<file path="config.mk">
export PLATFORM = sky130hd
export DESIGN_NAME = req_ack_responder
export DESIGN_NICKNAME = d
export VERILOG_FILES = /design/src/rtl/req_ack_responder.sv
export SDC_FILE = /design/constraint.sdc
export NUM_CORES = 1
export LEC_CHECK = 0
export BUFFER_PORTS_ARGS = -buffer_cell sky130_fd_sc_hd__buf_2
export CORE_MARGIN = 2
export CORE_UTILIZATION = 50
export CTS_CLUSTER_SIZE = 25
export DETAILED_ROUTE_END_ITERATION = 16
export GPL_TIMING_DRIVEN = 1
export MAX_ROUTING_LAYER = met4
export PLACE_DENSITY = 0.78
export RECOVER_POWER = 100
export SLEW_MARGIN = 20
export SYNTH_ARGS = -nofsm -noshare
export SYNTH_HDL_FRONTEND = slang
export SYNTH_SLANG_ARGS = --single-unit
</file>
<file path="constraint.sdc">
create_clock -name clk -period 1.7 [get_ports clk]
set_input_delay 0.255 -clock clk [delete_from_list [all_inputs] [get_ports clk]]
set_output_delay 0.255 -clock clk [all_outputs]
set_load 0.02 [all_outputs]
</file>
<file path="src/rtl/req_ack_responder.sv">
// -----------------------------------------------------------------------------
// req_ack_responder
//
// Four-phase req/ack handshake responder. An initiator raises req together
// with a data byte. The request is accepted from IDLE, and ACK_DELAY cycles
// later the block answers with a one-cycle ack pulse carrying
// rsp_data = req_data + 1 (mod 256). The initiator then drops req to finish
// the handshake. If req is withdrawn before the ack, the transaction is
// dropped and a one-cycle abort pulse is raised instead. Completed
// transactions are counted in done_cnt, which wraps at 2^CNT_W.
//
// Every output is a flop. There is no combinational path from any input to
// any output, so downstream checkers can sample the outputs at posedge clk
// without races.
//
// Parameters:
//   ACK_DELAY  cycles from request acceptance to ack assertion (1..15)
//   CNT_W      width of the completed-transaction counter
//
// Ports:
//   clk       in   system clock, all logic on posedge
//   rst       in   synchronous active-high reset, highest priority
//   req       in   request level, held high until ack (four-phase)
//   req_data  in   request payload, sampled only at the accept edge
//   ack       out  one-cycle acknowledge pulse
//   busy      out  high whenever a transaction is in progress (state != IDLE)
//   rsp_data  out  response byte, valid while ack=1, holds otherwise
//   abort     out  one-cycle pulse when req drops before ack
//   done_cnt  out  completed-transaction count
//
// Optional build macro:
//   REQ_ACK_SVA_EN  when defined, compiles embedded concurrent assertions
//                   on the handshake. Ports and behaviour are unchanged.
// -----------------------------------------------------------------------------
module req_ack_responder #(
   parameter int unsigned ACK_DELAY = 3,
   parameter int unsigned CNT_W     = 8
) (
   input  logic             clk,
   input  logic             rst,
   input  logic             req,
   input  logic [7:0]       req_data,
   output logic             ack,
   output logic             busy,
   output logic [7:0]       rsp_data,
   output logic             abort,
   output logic [CNT_W-1:0] done_cnt
);

   // The WAIT state runs for ACK_DELAY edges: ACK_DELAY-1 decrements, then
   // the edge that sees zero moves to ACK. Four bits cover the legal range.
   localparam logic [3:0] DELAY_LOAD = 4'(ACK_DELAY - 1);

   typedef enum logic [1:0] {
      ST_IDLE    = 2'd0,
      ST_WAIT    = 2'd1,
      ST_ACK     = 2'd2,
      ST_RELEASE = 2'd3
   } state_t;

   state_t     state;
   logic [3:0] delay_cnt;
   logic [7:0] captured;

   // Single registered FSM. ack, abort and busy are computed together with
   // the next state, so each of them is a plain flop output.
   always_ff @(posedge clk) begin
      if (rst) begin
         // NOTE: every register, including the captured payload, is cleared
         // on reset so a reset mid-transaction cannot leak stale data into
         // a later response.
         state     <= ST_IDLE;
         delay_cnt <= '0;
         captured  <= '0;
         ack       <= 1'b0;
         busy      <= 1'b0;
         abort     <= 1'b0;
         rsp_data  <= '0;
         done_cnt  <= '0;
      end else begin
         // NOTE: state is updated with non-blocking assignments only, so
         // every branch below reads the values from before this edge.
         // ack and abort are pulses; they default low and only the entering
         // transition raises them for a single cycle.
         ack   <= 1'b0;
         abort <= 1'b0;

         unique case (state)
            ST_IDLE: begin
               if (req) begin
                  captured  <= req_data;
                  delay_cnt <= DELAY_LOAD;
                  busy      <= 1'b1;
                  state     <= ST_WAIT;
               end
            end

            ST_WAIT: begin
               // Withdrawal takes priority over the delay expiring: a req
               // seen low on the edge that would have acked is still an abort.
               if (!req) begin
                  abort <= 1'b1;
                  busy  <= 1'b0;
                  state <= ST_IDLE;
               end else if (delay_cnt == 4'd0) begin
                  ack      <= 1'b1;
                  rsp_data <= captured + 8'd1;
                  state    <= ST_ACK;
               end else begin
                  delay_cnt <= delay_cnt - 4'd1;
               end
            end

            ST_ACK: begin
               // The transaction is complete once ack has been presented,
               // whether or not req is still high at this edge.
               done_cnt <= done_cnt + CNT_W'(1);
               if (req) begin
                  state <= ST_RELEASE;
               end else begin
                  busy  <= 1'b0;
                  state <= ST_IDLE;
               end
            end

            ST_RELEASE: begin
               // Wait for the initiator to close the four-phase cycle. The
               // low req must pass through IDLE before a new accept.
               if (!req) begin
                  busy  <= 1'b0;
                  state <= ST_IDLE;
               end
            end

            default: begin
               busy  <= 1'b0;
               state <= ST_IDLE;
            end
         endcase
      end
   end

`ifdef REQ_ACK_SVA_EN
   // Embedded handshake checks. Sampled values at posedge clk: a flop set at
   // edge e is first seen by a property at edge e+1.

   a_ack_single_cycle: assert property (
      @(posedge clk) disable iff (rst) ack |=> !ack
   ) else $error("ack held for more than one cycle");

   a_ack_implies_busy: assert property (
      @(posedge clk) disable iff (rst) ack |-> busy
   ) else $error("ack asserted while not busy");

   a_ack_abort_exclusive: assert property (
      @(posedge clk) disable iff (rst) !(ack && abort)
   ) else $error("ack and abort high together");

   // Accept at edge t: ack set at edge t+ACK_DELAY is seen ACK_DELAY+1
   // sample points later. An abort can be set at edges t+1 .. t+ACK_DELAY.
   a_accept_outcome: assert property (
      @(posedge clk) disable iff (rst)
      (state == ST_IDLE && req) |->
         (##(ACK_DELAY + 1) ack) or (##[2:ACK_DELAY + 1] abort)
   ) else $error("accepted request got neither a timely ack nor an abort");

   // The clear from a reset edge is excluded; only functional updates count.
   a_cnt_after_ack: assert property (
      @(posedge clk) disable iff (rst)
      (!$past(rst) && !$stable(done_cnt)) |-> $past(ack)
   ) else $error("done_cnt changed outside the cycle after ack");
`else
   // Assertions not compiled in this build.
`endif

endmodule

</file>
Word-level counts from Yosys, hierarchy flattened
Index checks and enable logic that the tools add are counted.

Word-level logic and storage cells: 48. Output and inout bits: 19. Input bits: 11. Flip-flop bits (word level): 33.

Bitwise logic cells: 2. $add $sub $neg: 3. Equal/unequal tests: 9. Multiplexer cells: 15. Reduce and logical (&&, ||, !) cells: 11.

Operators by type and width (count): 8-bit by 1-bit adder with 8-bit output (second input constant) (2); 4-bit 2-to-1 mux (3); 2-bit 2-to-1 mux (5); 2-bit != test (second input constant) (5); 2-bit case mux with 4 select lines (1); 4-bit case mux with 2 select lines (1); 3-bit AND reduction (2); 3-bit OR reduction (2); 2-bit == test (second input constant) (2); 4-bit logical NOT (1); 1-bit 2-to-1 mux (4); 2-bit AND reduction (2); 4-bit AND reduction (1); 4-bit by 1-bit subtractor with 4-bit output (second input constant) (1); 3-bit != test (second input constant) (1); 2-bit by 1-bit == test with 1-bit output (second input constant) (1); 2-bit logical NOT (1); 1-bit NOT (2); 1-bit case mux with 2 select lines (1); 2-bit nonzero test (1); 2-bit OR reduction (1).

Depth between registers and ports, before layout
Word-level depth: 4. Depth in mapped cells: 6. Gate-level depth less buffers: 5.

Least setup slack after synthesis
OpenSTA, ideal clock, no wires.

Path kind: register to register. From: register delay_cnt[0]. To: register delay_cnt[2]. Data required time: 1630 ps. Path buffers: 0. Arrival time: 1332 ps. Slack: 298 ps. Setup time: 70 ps. Stages on the path, launching flop included: 6. Period minus slack after synthesis: 1402 ps. Cell sequence: dfxtp_1 > inv_1 > ha_1 > and4bb_2 > or4_1 > a21oi_1.

Cells in the longest elaborated chain, start to end: 4. Elaborated cells on any way between the ends: 7. Those cells by class: add/sub: 1; eq/ne: 1; mux: 3; reduce/logical: 2.

RTL lines: start, declared (line 62) `logic [3:0] delay_cnt;`; start signal, assigned (line 110) `delay_cnt <= delay_cnt - 4'd1;`; 4-bit by 1-bit subtractor with 4-bit output (line 110); 4-bit 2-to-1 mux (line 105) `end else if (delay_cnt == 4'd0) begin`; 4-bit 2-to-1 mux (line 101) `if (!req) begin`; 4-bit case mux with 2 select lines (line 88) `unique case (state)`.

Several ways; a longest one is shown, not always the timed one. The select of a mux whose other input is x is not followed. A chain may end at the register's enable or synchronous reset.

Final worst setup path
Ends and elaborated chain as after synthesis.

==> impl_metrics.csv <==
group,metric,value,unit
die,pin_count,30,
pwr,switching_share,0.2618,
layout,post-route-util,0.5853,
layout,final_cell_mix,"dfxtp_1, a21oi_1, clkbuf_1",
critical_path,slowest_delay,420,ps
pwr,leakagePower,0.5491,nW
clocking,clk_path_buf_depth,2,
clocking,cts_root_buf,"clkbuf_4",
placement,dp.cells,220,
pwr,p_int,1.068,mW
sta,finClkSkew,4.665,ps
yosys,synth_area,1445,um^2
pwr,cellPowerDensity,896.5,nW/um^2
critical_path,start_kind,"register",
layout,drive_gt1_frac,0.1020,
layout,fill_cells,261,
yosys,synth_top_area_share,0.4571,
critical_path,cp-end-kind,"register",
sta,clock.fmax,624.7,MHz
critical_path,worst_path_max_delay_cell,"or4_1",
sta,fin_ws,99.22,ps
clocking,cts_tree,"built",
drt,drc,0,
sta,rsz0062_at_grt,"false",
clocking,holdBufCountCts,0,
flow_run,cap_violations,0,
layout,postLayoutCellArea,1614,um^2
global_routing,grt_pass1_wl,5106,um
yosys,synthCells,165,
layout,final_cells,227,
yosys,syn_avg_cell_area,8.758,um^2
critical_path,cp_max_fo,12,
global_routing,grtUsageTotal,0.2029,
yosys,ys_ff_latch,33,
sta,slew_headroom,0.5831,
clocking,cts_buffers,5,
die,start_util,0.5240,
placement,preCtsSetupSlack,130.4,ps
placement,numPortBuffers,29,
status,status,"completed",
placement,routabilityCongestion,0.7867,
pwr,p_comb_frac,0.117,
drt,drt_iter0_markers,34,
die,rows,19,
clocking,clock_latency,330,ps
clocking,cts_sinks,33,
critical_path,path_delay_family,"simple AND/OR/NAND/NOR gates",
yosys,synth_area_leaders,"dfxtp_1, a21oi_1, o21ai_0",
yosys,synth_cell_type_count,35,
pwr,p_seq_frac,0.582,
critical_path,crit_arrival,1870,ps
pwr,max-vdd-ir-drop,0.6174,mV
layout,area_growth,11.69,%
placement,dpl-instance-area,1608,um^2
layout,regArea,661.9,um^2
sta,fin_setup_tns,0,ps
sta,holdWs,155.1,ps
global_routing,grt_overflow,0,
die,die_area,3336,um^2
global_routing,grt_max_degree,32,
layout,diodes,0,
drt,routed_via_density,5.828,
sta,maxSlewViolCount,0,
drt,ant_nets,0,
sta,tightestPinTransition,624.1,ps
drt,routed_wl,3017,um
pwr,clkPwrFrac,0.301,
critical_path,crit_chain,"inv_1, ha_1, and4bb_2, or4_1, a21oi_1",
layout,layout.nets,210,
drt,routedWlPerCell,13.29,um
global_routing,antenna_found_initial,0,
layout,multiInputGateArea,703.2,um^2
placement,dp_hpwl,2197,um
critical_path,crit_required,1970,ps
sta,fin_crit,1601,ps
drt,firstDrtPassIters,4,
sta,setup_viol,0,
yosys,ys_seq_area_frac,0.4571,
critical_path,path_class,"register to register",
min_path,hold_path_class,"input port to register",
layout,layout_commonest_cell,"dfxtp_1",
drt,num_vias,1323,
yosys,synth_nets,179,
pwr,fin_total_pwr,1.447,mW
die,die-height,57.76,um
die,die-width,57.76,um
global_routing,grt_pass1_vias,1170,
die,core,2758,um^2
clocking,path_clk_slew,90,ps
pwr,p_sw,0.3789,mW
yosys,netlist.top_cell.by_area,"dfxtp_1",
sta,min_period_over_period,0.9416,
clocking,htree_levels,2,
yosys,ys_warn_count,0,
sta,hold_violations,0,
critical_path,crit_buf_inv,1,
-- area by class of cell --
| type | count | area share |
|---|---|---|
| Clock buffer | 7 | 0.03411 |
| Inverter | 6 | 0.01395 |
| Multi-Input combinational cell | 118 | 0.4357 |
| Sequential cell | 33 | 0.4101 |
| Tap cell | 31 | 0.02403 |
| Timing Repair Buffer | 32 | 0.08217 |
-- layer usage --
layer / GRT usage / wire, um / vias to the layer above
met4: 0.06977 / 57 / 0
met5: - / 0 / -
met2: 0.3182 / 1401 / 33
met1: 0.2567 / 1411 / 627
met3: 0.04911 / 147 / 7
li1: - / - / 656
-- worst min-delay path: cells and delay by family --
kind                   cells  cell delay [ps]
AOI/OAI and AO/OA          1               50
buffers and inverters      1               90
and+or+nand+nor            1               50
-- flip-flops by register name (all words and copies together), names as in the netlist --
name and count:
abort 1, ack 1, busy 1, captured 8
delay_cnt 4, done_cnt 8, rsp_data 8, state 2
-- what timing repair did --
item,CTS,global route
endpoints found under the setup margin,0,3
setup buffers,0,0
resized for setup,0,1
hold endpoints to repair,0,0
-- Yosys cell counts --
| cell | n |
|---|---|
| nand2_1 | 11 |
| nand4bb_1 | 1 |
| nor3_1 | 2 |
| buf_2 | 1 |
| a31oi_1 | 1 |
| or4_1 | 2 |
| nor3b_1 | 2 |
| nand4b_4 | 1 |
| a21oi_1 | 25 |
| nor3b_2 | 1 |
| nor2_1 | 10 |
| clkbuf_2 | 1 |
| or2_2 | 1 |
| buf_4 | 1 |
| o21bai_1 | 1 |
| o31ai_1 | 1 |
| dfxtp_1 | 33 |
| nand3_1 | 6 |
| ha_1 | 3 |
| buf_6 | 1 |
| or3_1 | 7 |
| nand3b_1 | 2 |
| clkbuf_1 | 4 |
| a211oi_1 | 4 |
| mux2i_1 | 1 |
| and2b_1 | 1 |
| xor2_1 | 2 |
| and4bb_2 | 1 |
| xnor2_1 | 3 |
| nor2b_1 | 2 |
| nand2b_1 | 2 |
| a311oi_1 | 4 |
| inv_1 | 6 |
| nand4_1 | 3 |
| o21ai_0 | 18 |
-- final timing paths --
check / start / end / slack, ps / cells past startpoint
setup / recovery: delay_cnt[0] / delay_cnt[2] / 100 / 5
hold / removal: req_data[6] / captured[6] / 160 / 3
setup reg to reg: delay_cnt[0] / delay_cnt[2] / 100 / 5
hold reg to reg: done_cnt[7] / done_cnt[7] / 490 / 2
-- logic make-up after synthesis --
logic type / count (synthesis) / share of synthesized area
AO/OA/AOI/OAI: 54 / 0.2087
XOR/XNOR: 5 / 0.03031
AND/OR/NAND/NOR: 55 / 0.2251
adder cells (fa/ha/maj): 3 / 0.02598
buffers and inverters: 14 / 0.04588
flip-flops: 33 / 0.4571
multiplexers: 1 / 0.006927
-- power groups by stage --
| stage | Sequential (mW) | Combinational (mW) | Clock (mW) |
|---|---|---|---|
| 4_1_cts | 0.842 | 0.179 | 0.446 |
| 2_1_floorplan | 0.863 | 0.117 | 0 |
| 3_3_place_gp | 0.856 | 0.171 | 0 |
| 5_1_grt | 0.848 | 0.191 | 0.477 |
| 3_5_place_dp | 0.860 | 0.178 | 0 |
| 6_report | 0.842 | 0.170 | 0.436 |
(Power assumes the default switching activity.)
